## config.mk

```make
export PLATFORM = sky130hd
export DESIGN_NAME = decode_hazard_stage_flat
export DESIGN_NICKNAME = d
export VERILOG_FILES = /design/src/rtl/decode_hazard_stage_pkg.sv /design/src/rtl/decode_hazard_stage_if.sv /design/src/rtl/decode_hazard_stage_regfile_bypass.sv /design/src/rtl/decode_hazard_stage.sv /design/src/flat_wrapper.sv
export SDC_FILE = /design/constraint.sdc
export NUM_CORES = 1
export LEC_CHECK = 0
export ABC_AREA = 1
export BUFFER_PORTS_ARGS = -buffer_cell sky130_fd_sc_hd__clkbuf_2
export CAP_MARGIN = 10
export CORE_MARGIN = 2
export CORE_UTILIZATION = 25
export CTS_CLUSTER_SIZE = 8
export DETAILED_ROUTE_END_ITERATION = 7
export PLACE_DENSITY = 0.46
export SYNTH_ARGS = -nofsm -noshare
export SYNTH_HDL_FRONTEND = slang
export SYNTH_SLANG_ARGS = --single-unit
```

## constraint.sdc

```tcl
create_clock -name clk -period 2.4 [get_ports clk]
set_input_delay 0.72 -clock clk [delete_from_list [all_inputs] [get_ports clk]]
set_output_delay 0.72 -clock clk [all_outputs]
set_load 0.02 [all_outputs]
```

## src/rtl/decode_hazard_stage_pkg.sv

```systemverilog
// decode_pkg: opcode constants, the decoded control bundle and the
// opcode decoder shared by the decode stage.
//   ctrl_t  - control bits carried into the ID/EX register plus the
//             operand-usage flags consumed by hazard detection
//   decode  - pure function, 5-bit opcode in, ctrl_t out
package decode_pkg;

  localparam int OPCODE_W = 5;

  localparam logic [OPCODE_W-1:0] OP_NOP  = 5'b00000;
  localparam logic [OPCODE_W-1:0] OP_LDD  = 5'b10000;
  localparam logic [OPCODE_W-1:0] OP_STD  = 5'b10001;
  localparam logic [OPCODE_W-1:0] OP_PUSH = 5'b10010;
  localparam logic [OPCODE_W-1:0] OP_POP  = 5'b10011;
  localparam logic [OPCODE_W-1:0] OP_IN   = 5'b10100;
  localparam logic [OPCODE_W-1:0] OP_OUT  = 5'b10101;
  localparam logic [OPCODE_W-1:0] OP_JZ   = 5'b11000;
  localparam logic [OPCODE_W-1:0] OP_JC   = 5'b11001;
  localparam logic [OPCODE_W-1:0] OP_JMP  = 5'b11010;

  localparam logic [1:0] JT_NONE = 2'b00;
  localparam logic [1:0] JT_JZ   = 2'b01;
  localparam logic [1:0] JT_JC   = 2'b10;
  localparam logic [1:0] JT_JMP  = 2'b11;

  typedef struct packed {
    logic       mem_read;
    logic       mem_write;
    logic       wb;
    logic       push;
    logic       pop;
    logic       in;
    logic       out;
    logic [3:0] alu_op;
    logic [1:0] jump_type;
    logic       use_rs1;
    logic       use_rs2;
  } ctrl_t;

  function automatic ctrl_t decode(input logic [OPCODE_W-1:0] op);
    ctrl_t c;
    c = '0;
    case (op[4:3])
      2'b00: begin
        // 00000 is NOP; every other 00xxx is a one-operand ALU op
        if (op != OP_NOP) begin
          c.alu_op  = {1'b0, op[2:0]};
          c.wb      = 1'b1;
          c.use_rs1 = 1'b1;
        end
      end
      2'b01: begin
        c.alu_op  = {1'b1, op[2:0]};
        c.wb      = 1'b1;
        c.use_rs1 = 1'b1;
        c.use_rs2 = 1'b1;
      end
      default: begin
        case (op)
          OP_LDD: begin
            c.mem_read = 1'b1;
            c.wb       = 1'b1;
            c.use_rs1  = 1'b1;
            c.use_rs2  = 1'b1;
          end
          OP_STD: begin
            c.mem_write = 1'b1;
            c.use_rs1   = 1'b1;
            c.use_rs2   = 1'b1;
          end
          OP_PUSH: begin
            c.push      = 1'b1;
            c.mem_write = 1'b1;
            c.use_rs1   = 1'b1;
          end
          OP_POP: begin
            c.pop      = 1'b1;
            c.mem_read = 1'b1;
            c.wb       = 1'b1;
            c.use_rs1  = 1'b1;
          end
          // IN only writes its destination, it reads no register
          OP_IN: begin
            c.in = 1'b1;
            c.wb = 1'b1;
          end
          OP_OUT: begin
            c.out     = 1'b1;
            c.use_rs1 = 1'b1;
          end
          OP_JZ: begin
            c.jump_type = JT_JZ;
            c.use_rs1   = 1'b1;
          end
          OP_JC: begin
            c.jump_type = JT_JC;
            c.use_rs1   = 1'b1;
          end
          OP_JMP: begin
            c.jump_type = JT_JMP;
            c.use_rs1   = 1'b1;
          end
          default: c = '0;
        endcase
      end
    endcase
    return c;
  endfunction

endpackage

```

## src/rtl/decode_hazard_stage_if.sv

```systemverilog
// Bus bundle of the decode stage.
//   fetch side    : instr_valid, instruction, jump_occured in; stall out
//   writeback port: write_en, write_addr, write_data in
//   ID/EX register: ex_* out
//   chain taps    : mem_* (stage 2), wb_* (last stage) out
// master = the surrounding pipeline, slave = the decode stage.
interface decode_hazard_stage_if #(
  parameter int DATA_W  = 16,
  parameter int REG_AW  = 3,
  parameter int INSTR_W = 16
);
  logic               instr_valid;
  logic [INSTR_W-1:0] instruction;
  logic               stall;
  logic               jump_occured;

  logic               write_en;
  logic [REG_AW-1:0]  write_addr;
  logic [DATA_W-1:0]  write_data;

  logic               ex_valid;
  logic [DATA_W-1:0]  ex_rdata1;
  logic [DATA_W-1:0]  ex_rdata2;
  logic [REG_AW-1:0]  ex_rs1;
  logic [REG_AW-1:0]  ex_rs2;
  logic [REG_AW-1:0]  ex_dest;
  logic [3:0]         ex_alu_op;
  logic               ex_mem_read;
  logic               ex_mem_write;
  logic               ex_wb;
  logic               ex_push;
  logic               ex_pop;
  logic               ex_in;
  logic               ex_out;
  logic [1:0]         ex_jump_type;

  logic               mem_valid;
  logic               mem_read;
  logic               mem_write;
  logic               mem_wb;
  logic [REG_AW-1:0]  mem_dest;

  logic               wb_valid;
  logic               wb_en;
  logic [REG_AW-1:0]  wb_dest;

  modport master (
    output instr_valid, instruction, jump_occured, write_en, write_addr, write_data,
    input  stall, ex_valid, ex_rdata1, ex_rdata2, ex_rs1, ex_rs2, ex_dest, ex_alu_op,
           ex_mem_read, ex_mem_write, ex_wb, ex_push, ex_pop, ex_in, ex_out, ex_jump_type,
           mem_valid, mem_read, mem_write, mem_wb, mem_dest, wb_valid, wb_en, wb_dest
  );

  modport slave (
    input  instr_valid, instruction, jump_occured, write_en, write_addr, write_data,
    output stall, ex_valid, ex_rdata1, ex_rdata2, ex_rs1, ex_rs2, ex_dest, ex_alu_op,
           ex_mem_read, ex_mem_write, ex_wb, ex_push, ex_pop, ex_in, ex_out, ex_jump_type,
           mem_valid, mem_read, mem_write, mem_wb, mem_dest, wb_valid, wb_en, wb_dest
  );
endinterface

```

## src/rtl/decode_hazard_stage_regfile_bypass.sv

```systemverilog
// regfile_bypass: NREGS x DATA_W register file, two combinational read
// ports and one write port. A read of the address being written in the
// same cycle returns the incoming write data.
//   clk, reset (async, active-low, clears all registers)
//   write_en / write_addr / write_data : write port
//   raddr1 / rdata1, raddr2 / rdata2   : read ports
module regfile_bypass #(
  parameter int DATA_W = 16,
  parameter int NREGS  = 8,
  parameter int REG_AW = $clog2(NREGS)
) (
  input  logic              clk,
  input  logic              reset,
  input  logic              write_en,
  input  logic [REG_AW-1:0] write_addr,
  input  logic [DATA_W-1:0] write_data,
  input  logic [REG_AW-1:0] raddr1,
  input  logic [REG_AW-1:0] raddr2,
  output logic [DATA_W-1:0] rdata1,
  output logic [DATA_W-1:0] rdata2
);

  logic [DATA_W-1:0] regs_q [NREGS];
  logic [DATA_W-1:0] regs_d [NREGS];

  always_comb begin
    regs_d = regs_q;
    if (write_en) regs_d[write_addr] = write_data;
  end

  always_ff @(posedge clk or negedge reset) begin
    if (!reset) begin
      for (int i = 0; i < NREGS; i++) regs_q[i] <= '0;
    end else begin
      regs_q <= regs_d;
    end
  end

  always_comb begin
    rdata1 = regs_q[raddr1];
    rdata2 = regs_q[raddr2];
    if (write_en && (write_addr == raddr1)) rdata1 = write_data;
    if (write_en && (write_addr == raddr2)) rdata2 = write_data;
  end

endmodule

```

## src/rtl/decode_hazard_stage.sv

```systemverilog
// decode_hazard_stage: decodes the fetched instruction, reads operands
// from the bypassed register file, detects load-use hazards and loads
// the ID/EX register. Memory/writeback control then walks down a
// never-stalling chain of WB_DEPTH-1 stages (indices 2..WB_DEPTH).
//   clk   : rising-edge clock
//   reset : asynchronous, active-low
//   bus   : decode_hazard_stage_if slave (fetch, writeback, ex/mem/wb)
// WB_DEPTH must be at least 2.
module decode_hazard_stage
  import decode_pkg::*;
#(
  parameter int DATA_W   = 16,
  parameter int NREGS    = 8,
  parameter int INSTR_W  = 16,
  parameter int WB_DEPTH = 3
) (
  input  logic                  clk,
  input  logic                  reset,
  decode_hazard_stage_if.slave  bus
);

  localparam int REG_AW  = $clog2(NREGS);
  localparam int RS1_MSB = INSTR_W - OPCODE_W - 1;
  localparam int RS2_MSB = RS1_MSB - REG_AW;
  localparam int PAD_MSB = RS2_MSB - REG_AW;

  typedef struct packed {
    logic              valid;
    logic              mem_read;
    logic              mem_write;
    logic              wb;
    logic [REG_AW-1:0] dest;
  } chain_t;

  logic [OPCODE_W-1:0] opcode;
  logic [REG_AW-1:0]   rs1;
  logic [REG_AW-1:0]   rs2;
  ctrl_t               dec;
  logic [DATA_W-1:0]   rf_rdata1;
  logic [DATA_W-1:0]   rf_rdata2;
  logic                hazard_match;
  logic                stall_int;

  logic                ex_valid_q,  ex_valid_d;
  ctrl_t               ex_ctrl_q,   ex_ctrl_d;
  logic [DATA_W-1:0]   ex_rdata1_q, ex_rdata1_d;
  logic [DATA_W-1:0]   ex_rdata2_q, ex_rdata2_d;
  logic [REG_AW-1:0]   ex_rs1_q,    ex_rs1_d;
  logic [REG_AW-1:0]   ex_rs2_q,    ex_rs2_d;
  logic [REG_AW-1:0]   ex_dest_q,   ex_dest_d;

  chain_t              chain_q [2:WB_DEPTH];
  chain_t              chain_d [2:WB_DEPTH];

  assign opcode = bus.instruction[INSTR_W-1 -: OPCODE_W];
  assign rs1    = bus.instruction[RS1_MSB -: REG_AW];
  assign rs2    = bus.instruction[RS2_MSB -: REG_AW];
  assign dec    = decode(opcode);

  generate
    if (PAD_MSB >= 0) begin : g_pad
      logic unused_pad;
      assign unused_pad = ^bus.instruction[PAD_MSB:0];
    end
  endgenerate

  regfile_bypass #(
    .DATA_W (DATA_W),
    .NREGS  (NREGS),
    .REG_AW (REG_AW)
  ) u_regfile (
    .clk        (clk),
    .reset      (reset),
    .write_en   (bus.write_en),
    .write_addr (bus.write_addr),
    .write_data (bus.write_data),
    .raddr1     (rs1),
    .raddr2     (rs2),
    .rdata1     (rf_rdata1),
    .rdata2     (rf_rdata2)
  );

  // A load in EX cannot forward in time to the instruction in decode;
  // hold fetch for one cycle and let a bubble open the gap. A flush
  // kills the decode slot anyway, so it suppresses the stall.
  assign hazard_match = (dec.use_rs1 && (ex_dest_q == rs1)) ||
                        (dec.use_rs2 && (ex_dest_q == rs2));
  assign stall_int    = ex_valid_q & ex_ctrl_q.mem_read & ex_ctrl_q.wb & hazard_match &
                        bus.instr_valid & ~bus.jump_occured;
  assign bus.stall    = stall_int;

  // Bubbles clear only the valid/control bits; data fields keep their
  // last value since nothing downstream looks at them without ex_valid.
  always_comb begin
    ex_valid_d  = 1'b0;
    ex_ctrl_d   = '0;
    ex_rdata1_d = ex_rdata1_q;
    ex_rdata2_d = ex_rdata2_q;
    ex_rs1_d    = ex_rs1_q;
    ex_rs2_d    = ex_rs2_q;
    ex_dest_d   = ex_dest_q;
    if (bus.instr_valid && !bus.jump_occured && !stall_int) begin
      ex_valid_d  = 1'b1;
      ex_ctrl_d   = dec;
      ex_rdata1_d = rf_rdata1;
      ex_rdata2_d = rf_rdata2;
      ex_rs1_d    = rs1;
      ex_rs2_d    = rs2;
      ex_dest_d   = rs1;
    end
  end

  always_comb begin
    chain_d[2] = '{valid:     ex_valid_q,
                   mem_read:  ex_ctrl_q.mem_read,
                   mem_write: ex_ctrl_q.mem_write,
                   wb:        ex_ctrl_q.wb,
                   dest:      ex_dest_q};
    for (int k = 3; k <= WB_DEPTH; k++) chain_d[k] = chain_q[k-1];
  end

  always_ff @(posedge clk or negedge reset) begin
    if (!reset) begin
      ex_valid_q  <= 1'b0;
      ex_ctrl_q   <= '0;
      ex_rdata1_q <= '0;
      ex_rdata2_q <= '0;
      ex_rs1_q    <= '0;
      ex_rs2_q    <= '0;
      ex_dest_q   <= '0;
      for (int k = 2; k <= WB_DEPTH; k++) chain_q[k] <= '0;
    end else begin
      ex_valid_q  <= ex_valid_d;
      ex_ctrl_q   <= ex_ctrl_d;
      ex_rdata1_q <= ex_rdata1_d;
      ex_rdata2_q <= ex_rdata2_d;
      ex_rs1_q    <= ex_rs1_d;
      ex_rs2_q    <= ex_rs2_d;
      ex_dest_q   <= ex_dest_d;
      chain_q     <= chain_d;
    end
  end

  logic unused_ex_use;
  assign unused_ex_use = ex_ctrl_q.use_rs1 ^ ex_ctrl_q.use_rs2;

  assign bus.ex_valid     = ex_valid_q;
  assign bus.ex_rdata1    = ex_rdata1_q;
  assign bus.ex_rdata2    = ex_rdata2_q;
  assign bus.ex_rs1       = ex_rs1_q;
  assign bus.ex_rs2       = ex_rs2_q;
  assign bus.ex_dest      = ex_dest_q;
  assign bus.ex_alu_op    = ex_ctrl_q.alu_op;
  assign bus.ex_mem_read  = ex_ctrl_q.mem_read;
  assign bus.ex_mem_write = ex_ctrl_q.mem_write;
  assign bus.ex_wb        = ex_ctrl_q.wb;
  assign bus.ex_push      = ex_ctrl_q.push;
  assign bus.ex_pop       = ex_ctrl_q.pop;
  assign bus.ex_in        = ex_ctrl_q.in;
  assign bus.ex_out       = ex_ctrl_q.out;
  assign bus.ex_jump_type = ex_ctrl_q.jump_type;

  assign bus.mem_valid    = chain_q[2].valid;
  assign bus.mem_read     = chain_q[2].mem_read;
  assign bus.mem_write    = chain_q[2].mem_write;
  assign bus.mem_wb       = chain_q[2].wb;
  assign bus.mem_dest     = chain_q[2].dest;

  assign bus.wb_valid     = chain_q[WB_DEPTH].valid;
  assign bus.wb_en        = chain_q[WB_DEPTH].wb;
  assign bus.wb_dest      = chain_q[WB_DEPTH].dest;

endmodule
```

## src/flat_wrapper.sv

```systemverilog
// flat-port wrapper written by rule: the top's interface ports become plain ports
module decode_hazard_stage_flat import decode_pkg::*;
#(
  parameter int DATA_W   = 16,
  parameter int NREGS    = 8,
  parameter int INSTR_W  = 16,
  parameter int WB_DEPTH = 3
)
  (clk, reset, bus_instr_valid, bus_instruction, bus_jump_occured, bus_write_en, bus_write_addr, bus_write_data, bus_stall, bus_ex_valid, bus_ex_rdata1, bus_ex_rdata2, bus_ex_rs1, bus_ex_rs2, bus_ex_dest, bus_ex_alu_op, bus_ex_mem_read, bus_ex_mem_write, bus_ex_wb, bus_ex_push, bus_ex_pop, bus_ex_in, bus_ex_out, bus_ex_jump_type, bus_mem_valid, bus_mem_read, bus_mem_write, bus_mem_wb, bus_mem_dest, bus_wb_valid, bus_wb_en, bus_wb_dest);
  decode_hazard_stage_if #(.DATA_W(DATA_W), .INSTR_W(INSTR_W)) bus_i ();
  input  logic clk;
  input  logic reset;
  input wire logic [$bits(bus_i.instr_valid)-1:0] bus_instr_valid;
  input wire logic [$bits(bus_i.instruction)-1:0] bus_instruction;
  input wire logic [$bits(bus_i.jump_occured)-1:0] bus_jump_occured;
  input wire logic [$bits(bus_i.write_en)-1:0] bus_write_en;
  input wire logic [$bits(bus_i.write_addr)-1:0] bus_write_addr;
  input wire logic [$bits(bus_i.write_data)-1:0] bus_write_data;
  output wire logic [$bits(bus_i.stall)-1:0] bus_stall;
  output wire logic [$bits(bus_i.ex_valid)-1:0] bus_ex_valid;
  output wire logic [$bits(bus_i.ex_rdata1)-1:0] bus_ex_rdata1;
  output wire logic [$bits(bus_i.ex_rdata2)-1:0] bus_ex_rdata2;
  output wire logic [$bits(bus_i.ex_rs1)-1:0] bus_ex_rs1;
  output wire logic [$bits(bus_i.ex_rs2)-1:0] bus_ex_rs2;
  output wire logic [$bits(bus_i.ex_dest)-1:0] bus_ex_dest;
  output wire logic [$bits(bus_i.ex_alu_op)-1:0] bus_ex_alu_op;
  output wire logic [$bits(bus_i.ex_mem_read)-1:0] bus_ex_mem_read;
  output wire logic [$bits(bus_i.ex_mem_write)-1:0] bus_ex_mem_write;
  output wire logic [$bits(bus_i.ex_wb)-1:0] bus_ex_wb;
  output wire logic [$bits(bus_i.ex_push)-1:0] bus_ex_push;
  output wire logic [$bits(bus_i.ex_pop)-1:0] bus_ex_pop;
  output wire logic [$bits(bus_i.ex_in)-1:0] bus_ex_in;
  output wire logic [$bits(bus_i.ex_out)-1:0] bus_ex_out;
  output wire logic [$bits(bus_i.ex_jump_type)-1:0] bus_ex_jump_type;
  output wire logic [$bits(bus_i.mem_valid)-1:0] bus_mem_valid;
  output wire logic [$bits(bus_i.mem_read)-1:0] bus_mem_read;
  output wire logic [$bits(bus_i.mem_write)-1:0] bus_mem_write;
  output wire logic [$bits(bus_i.mem_wb)-1:0] bus_mem_wb;
  output wire logic [$bits(bus_i.mem_dest)-1:0] bus_mem_dest;
  output wire logic [$bits(bus_i.wb_valid)-1:0] bus_wb_valid;
  output wire logic [$bits(bus_i.wb_en)-1:0] bus_wb_en;
  output wire logic [$bits(bus_i.wb_dest)-1:0] bus_wb_dest;
  assign bus_i.instr_valid = bus_instr_valid;
  assign bus_i.instruction = bus_instruction;
  assign bus_i.jump_occured = bus_jump_occured;
  assign bus_i.write_en = bus_write_en;
  assign bus_i.write_addr = bus_write_addr;
  assign bus_i.write_data = bus_write_data;
  assign bus_stall = bus_i.stall;
  assign bus_ex_valid = bus_i.ex_valid;
  assign bus_ex_rdata1 = bus_i.ex_rdata1;
  assign bus_ex_rdata2 = bus_i.ex_rdata2;
  assign bus_ex_rs1 = bus_i.ex_rs1;
  assign bus_ex_rs2 = bus_i.ex_rs2;
  assign bus_ex_dest = bus_i.ex_dest;
  assign bus_ex_alu_op = bus_i.ex_alu_op;
  assign bus_ex_mem_read = bus_i.ex_mem_read;
  assign bus_ex_mem_write = bus_i.ex_mem_write;
  assign bus_ex_wb = bus_i.ex_wb;
  assign bus_ex_push = bus_i.ex_push;
  assign bus_ex_pop = bus_i.ex_pop;
  assign bus_ex_in = bus_i.ex_in;
  assign bus_ex_out = bus_i.ex_out;
  assign bus_ex_jump_type = bus_i.ex_jump_type;
  assign bus_mem_valid = bus_i.mem_valid;
  assign bus_mem_read = bus_i.mem_read;
  assign bus_mem_write = bus_i.mem_write;
  assign bus_mem_wb = bus_i.mem_wb;
  assign bus_mem_dest = bus_i.mem_dest;
  assign bus_wb_valid = bus_i.wb_valid;
  assign bus_wb_en = bus_i.wb_en;
  assign bus_wb_dest = bus_i.wb_dest;
  decode_hazard_stage #(.DATA_W(DATA_W), .NREGS(NREGS), .INSTR_W(INSTR_W), .WB_DEPTH(WB_DEPTH)) u_core (.clk(clk), .reset(reset), .bus(bus_i));
endmodule
```

==> results of run 1 <==
==> flip-flops by register name, indices dropped and copies added, names as in the netlist, 2 cells and up <==
signal,cells
u_core.u_regfile.regs_q,128
u_core.bus.ex_jump_type,2
u_core.bus.ex_rs1,3
u_core.bus.ex_rs2,3
u_core.bus.ex_alu_op,4
u_core.bus.ex_rdata2,16
u_core.bus.ex_rdata1,16
u_core.bus.mem_dest,3
u_core.bus.wb_dest,3
==> worst register-to-register path: stages, from the launching register on <==
cell and delay [ns]:
dfrtp_2 0.46, xnor2_2 0.15, nand3_2 0.07, nor2_1 0.04
nand2_1 0.07, nand2_2 0.07, nand2_4 0.07, buf_4 0.10
buf_4 0.34, nand2_4 0.13, buf_12 0.19, nand2_1 0.09
nand2_1 0.05
==> routing by layer <==
| metal | global-route usage, % | wire, um | part of all wire (%) |
|---|---|---|---|
| met4 | 5.50 | 845 | 2.5 |
| met2 | 28.1 | 15700 | 46 |
| met3 | 2.26 | 1700 | 4.9 |
| met5 | 0 | 0 | 0 |
| met1 | 23.6 | 16200 | 47 |
==> timing repair <==
action	4_1_cts	5_1_grt
pin swaps	0	9
setup endpoints to repair	1	1
setup buffers	4	2
resized for setup	9	30
==> per-stage QoR <==
| stage | hold WS (ns) | setup WS [ns] | setup TNS, ns |
|---|---|---|---|
| detailed placement | 0.362 | -0.0553 | -0.607 |
| finish | 0.286 | 0.0618 | 0 |
| global placement | 0.362 | -0.0678 | -1.05 |
| floorplan | 0.424 | 0.00846 | 0 |
| CTS | 0.310 | 0.000185 | 0 |
| global route | 0.338 | -0.00272 | -0.00272 |
==> cell type report <==
cell class,instances,area (um^2)
fillers,4172,26800
flip-flops and latches,192,4810
multi-input cells,1011,4470
repair buffers,187,1400
well taps,518,648
clock buffers,17,425
inverters,42,166
clock inverters,14,146
==> report_power, final <==
part	internal, uW	leakage [uW]	switching (uW)
Sequential	3780	0.00241	399
Clock	1470	0.000281	1420
Combinational	777	0.00331	1260
Total	6020	0.00600	3090
==> logic make-up (layout without fill, tap and decap cells) <==
kind of cell	after synthesis	count (layout)	synth area share, %
flip-flops	192	192	48.6
AO/OA/AOI/OAI	170	170	9.09
AND/OR/NAND/NOR	839	839	35.4
XOR/XNOR	2	2	0.177
buffers and inverters	138	260	6.71
==> cells in the final DEF (no fill, tap or decap), drive strengths merged <==
cell type | netlist | final
o21ai | 151 | 151
buf | 58 | 91
nor3 | 3 | 3
inv | 39 | 47
dfrtp | 192 | 192
a31o | 1 | 1
clkbuf | 38 | 113
o211ai | 1 | 1
nand3 | 236 | 236
a21oi | 17 | 17
nand4 | 3 | 3
xor2 | 1 | 1
nand2 | 541 | 541
xnor2 | 1 | 1
clkinv | 3 | 7
clkinvlp | 0 | 1
and2 | 1 | 1
bufinv | 0 | 1
nor2 | 55 | 55
==> path summary, 6_finish.rpt <==
| check | slack, ns | end | cells past startpoint |
|---|---|---|---|
| min in group clk | 0.38 | u_core.bus.wb_dest[1]$_DFF_PN0_ | 0 |
| worst min-delay path | 0.29 | u_core.u_regfile.regs_q[63]$_DFFE_PN0P_ | 1 |
| max in group asynchronous | 1.50 | u_core.u_regfile.regs_q[4]$_DFFE_PN0P_ | 2 |
| worst max-delay path | 0.06 | bus_stall | 10 |
| worst max register to register | 0.49 | u_core.bus.ex_rdata2[8]$_DFFE_PN0P_ | 12 |
| worst min register to register | 0.38 | u_core.bus.wb_dest[1]$_DFF_PN0_ | 0 |
==> summary.md, run 1 <==
| Metric | Value |
|---|---|
| CTS tree | done |
| Critical path peak fanout | 5 |
| Starting Density | 25.4% |
| Wire per inst | 17.4 um |
| DR iter-0 viols | 694 |
| Post-Layout Inst Area | 12100 um^2 |
| Post-synth top area share | 48.6% |
| Status | complete, no violations |
| Fin. Hold Viols | 0 |
| Clock latency at the later pin of the worst-skew pair | 0.45 ns |
| WL final | 34400 um |
| # placed instances | 1944 |
| Clk pin slew, worst setup/hold paths | 0.08 ns |
| Post-synth top area cell | dfrtp_1 |
| GPL Wtd Cong | 0.829 |
| Synthesized instance count | 1341 |
| Power density cells | 755 nW/um^2 |
| Worst Path Arrival | 1.62 ns |
| Post-DP Area | 11400 um^2 |
| Seq/Total Area, Yosys | 48.6% |
| Cell Area, Synth | 9880 um^2 |
| Post-DRT Antenna Nets | 0 |
| Mapped Avg Cell Area | 7.37 um^2 |
| GRT Overall Usage | 17.2% |
| Clock Tree Buf Depth | 2 |
| Critical Path, Cell by Cell | buf_2, nor2_4, inv_2, nor2_4, nor2_1, nand2_1, nand2_2, nand2_4, inv_4, buf_8 |
| Core area | 38800 um^2 |
| Final Util | 31.1% |
| Root Driver | clkbuf_16 |
| Synth area leaders | dfrtp_1 (49%), nand2_1 (20%), nand3_1 (12%) |
| TritonRoute pass-1 iters | 6 |
| DRC Markers | 0 |
| MaxCap Viol Count | 0 |
| H-tree lvl count | 4 |
| Clock Sinks | 192 |
| Final Skew | 0.0130 ns |
| Fmax | 428 MHz |
| Crit share post-route | 97.4% |
| Die footprint | 41100 um^2 |
| Worst setup SP type | primary input |
| Net Count, Synth | 1381 |
| Post-synth EDFFs | 0 |
| Actual slew at the worst max-slew pin | 0.620 ns |
| Count of cell types in the netlist | 28 |
| Post-synth top cells | nand2_1 (537), nand3_1 (236), dfrtp_1 (192) |
| IO buf count | 102 |
| Hold-fix buffers at CTS | 0 |
| CP required | 1.68 ns |
| Cts bufs inserted | 17 |
| Most common cell in the netlist | nand2_1 |
| Pin count of the biggest net entering global routing | 67 |
| Leak | 0.00600 uW |
| Most common cell on crit path | nor2_4 |
| Slew Limit Fails | 0 |
| Worst setup path start | bus_instruction[14] |
| Crit path max-delay family | simple AND/OR/NAND/NOR gates |
| Syn-to-layout area delta | 22.1% |
| Die Y | 203 um |
| Ys Warns | 0 |
| Total grt overflow | 0 |
| Crit end category | output port |
| Buf/Inv on CP | 4 |
| Seq cells post-synth | 192 |
| Diode count | 0 |
| Chip width | 203 um |
| Worst vdd ir | 523 uV |
| Critical path class | primary input to output port |
| Ratio of cells with drive above 1 in the final layout | 18.1% |
| Vias in the first global route | 9334 |
| RSZ-0062 raised after global routing | true |
| Main flop type after synthesis | dfrtp_1 |
| Crit path max-delay cell type | nor2_4 |
| Site Rows | 72 |
| Non-filler instance count after layout | 1981 |
| Total I/O pin count | 108 |
| Final setup violation count | 0 |
| CP peak stage delay | 0.17 ns |
| R2R Path Start | u_core.bus.ex_rs1[2]$_DFFE_PN0P_ |
| Initial antenna violation count | 0 |
| Hold WC Path Type | primary input to async pin |
| HPWL Detailed | 20800 um |
| Detailed-route via count | 9260 |
| Tmin final | 2.34 ns |
| Worst slew margin | 58.6% |
| First-pass GRT wire length | 54500 um |
| Post-synth ARST share | 100% |
| Layout net count | 1491 |
| Total power | 9110 uW |
| Routed vias/inst | 4.67 |
(Power assumes the default switching activity.)
==> run 2: changes to the inputs <==
- CORE_MARGIN: 2 -> unset
- SETUP_SLACK_MARGIN: unset -> 0.3
==> summary.md, run 2 (synthesis gave the netlist of run 1 again) <==
| Metric | Value |
|---|---|
| Die Y | 201 um (-0.99%) |
| Chip width | 201 um (-0.99%) |
| Root Driver | clkbuf_16 |
| Hold_ws | 0.251 ns (-0.0359 ns) |
| Worst R2R Setup Slack | 0.54 ns (+0.05 ns) |
| Slew Limit Fails | 0 (unchanged) |
| Worst setup SP type | primary input |
| TritonRoute pass-1 iters | 5 (-1) |
| Die footprint | 40300 um^2 (-2.0%) |
| Largest Register | u_core.u_regfile.regs_q |
| H-tree lvl count | 4 (unchanged) |
| IO buf count | 102 (unchanged) |
| Worst slew margin | 64.1% (+5.5 points) |
| Ratio of cells with drive above 1 in the final layout | 17.4% (-0.72 points) |
| Hold WC Path Type | primary input to async pin |
| Diode count | 0 (unchanged) |
| Syn-to-layout area delta | 21.0% |
| Core area | 38800 um^2 (unchanged) |
| Crit end category | output port |
| Commonest non-fill, non-tap cells in the layout | nand2_1 (535), nand3_1 (235), dfrtp_1 (189) |
| Clock latency at the later pin of the worst-skew pair | 0.45 ns (about the same) |
| DR iter-0 viols | 696 (+0.29%) |
| Pin count of the biggest net entering global routing | 65 (-3.0%) |
| Worst vdd ir | 486 uV (-7.1%) |
| Clk pin slew, worst setup/hold paths | 0.07 ns (about the same) |
| RSZ-0062 raised after global routing | true |
| First-pass GRT wire length | 54100 um (-0.71%) |
| Final setup violation count | 0 (unchanged) |
| Tmin final | 2.36 ns (+0.0183 ns) |
| Total I/O pin count | 108 (unchanged) |
| Site Rows | 72 (unchanged) |
| Clock Sinks | 192 (unchanged) |
| Critical path class | primary input to output port |
| Routed vias/inst | 4.73 (+1.1%) |
| MaxCap Viol Count | 0 (unchanged) |
| Post-DP Area | 11300 um^2 (-0.78%) |
| Seq pwr share | 45.8% (about the same) |
| Layout net count | 1487 (-0.27%) |
| Post-DRT Antenna Nets | 0 (unchanged) |
| Switching power total | 3080 uW (-0.23%) |
| Actual slew at the worst max-slew pin | 0.538 ns (-0.0823 ns) |
| Worst Path Arrival | 1.64 ns (+0.02 ns) |
| Comb pwr share | 22.0% (-0.4 points) |
| Fmax | 424 MHz (-0.78%) |
| Clock Tree Buf Depth | 2 (unchanged) |
| Cts bufs inserted | 17 (unchanged) |
| Critical path peak fanout | 3 (-2) |
| Final Skew | 0.0116 ns (-0.00147 ns) |
| Vias in the first global route | 9246 (-0.94%) |
| Initial antenna violation count | 0 (unchanged) |
| Internal power | 6030 uW (+0.16%) |
| CP required | 1.68 ns (about the same) |
| Reg2reg end | u_core.bus.ex_rdata1[10]$_DFFE_PN0P_ |
| Leak | 0.00595 uW (-0.77%) |
| Total grt overflow | 0 (unchanged) |
| Wire per inst | 17.1 um (-1.7%) |
| DRC Markers | 0 (unchanged) |
| Total power | 9110 uW (about the same) |
| GRT Overall Usage | 17.3% (+0.038 points) |
| R2R depth | 12 (unchanged) |
| R2R Path Start | u_core.bus.ex_rs1[2]$_DFFE_PN0P_ |
| Detailed-route via count | 9347 (+0.94%) |
| Crit share post-route | 98.2% (+0.76 points) |
| WL final | 33800 um (-1.8%) |
| Clock network power share | 32.2% (+0.5 points) |
| Post-Layout Inst Area | 12000 um^2 (-0.91%) |
| GPL Wtd Cong | 0.822 (-0.90%) |
| Commonest non-fill, non-tap cell in the layout | nand2_1 |
| Max FFs per register | 128 (unchanged) |
| Status | complete, no violations |
| CTS tree | done |
| HPWL Detailed | 21700 um (+4.2%) |
| Fin. Hold Viols | 0 (unchanged) |
| Power density cells | 762 nW/um^2 (+0.95%) |
| Starting Density | 25.4% (unchanged) |
| Sw Ratio | 33.8% (-0.088 points) |
## run 2: power groups by stage
stage | logic [uW] | registers [uW] | clock network (uW)
4_1_cts | 2030 | 4170 | 3020
5_1_grt | 2290 | 4260 | 3140
6_report | 2000 | 4180 | 2930
2_1_floorplan | 1140 | 4310 | 0
3_3_place_gp | 1980 | 4230 | 0
3_5_place_dp | 2000 | 4240 | 0
## run 2: cell type report
| class | instances | area (um^2) |
|---|---|---|
| clock buffer | 19 | 443 |
| clock inverter | 13 | 143 |
| fill | 4194 | 26900 |
| inverter | 42 | 173 |
| multi-input combinational | 1011 | 4450 |
| sequential | 192 | 4810 |
| tap | 518 | 648 |
| timing repair buffer | 183 | 1290 |
## run 2: critical path: stages
cell      delay, ns
clkbuf_2       0.13
buf_4          0.13
nand2_1        0.06
nor2_2         0.14
nor2_1         0.06
nand2_1        0.05
nand2_1        0.06
nand2_2        0.08
nand2_4        0.06
clkinv_4       0.05
buf_8          0.10
## run 2: per-layer routing
layer  share of wire (%)  global-route usage (%)  vias to the layer above
met5                   0                       0                        -
met4                 2.2                    4.99                        0
met3                 4.4                    2.45                       43
met2                  47                    28.3                      280
met1                  47                    23.5                     4462
li1                    -                       -                     4562
## run 2: timing repair
item                                    4_1_cts  5_1_grt
pin swaps                                     8        7
buffers inserted                              5        0
resized for setup                            11        8
endpoints found under the setup margin        1       40
hold buffers                                  0        0
cloned                                        0        0
## run 2: per-stage QoR
stage               worst slack (ns)  setup TNS [ns]  utilization [%]  cells
finish                        0.0435               0             30.8   1978
global route                 -0.0510         -0.0510             30.8   1978
CTS                          0.00560               0             30.7   1978
detailed placement           -0.0605           -1.82             29.1   1941
global placement             -0.0763           -2.51             29.1   1941
floorplan                      0.144               0                -   1341
## run 2: how the worst max path moves through the flow
| stage | start | to | slack (ns) | depth (start not counted) |
|---|---|---|---|---|
| finish | bus_instruction[13] | bus_stall | 0.04 | 11 |
| global route | u_core.bus.ex_rs1[0]$_DFFE_PN0P_ | bus_stall | -0.05 | 10 |
| CTS | u_core.bus.ex_rs1[0]$_DFFE_PN0P_ | bus_stall | 0.006 | 10 |
| detailed placement | bus_instruction[13] | u_core.bus.ex_rdata2[13]$_DFFE_PN0P_ | -0.06 | 13 |
| global placement | bus_instruction[13] | bus_stall | -0.08 | 9 |
| floorplan | bus_instruction[9] | bus_stall | 0.14 | 11 |
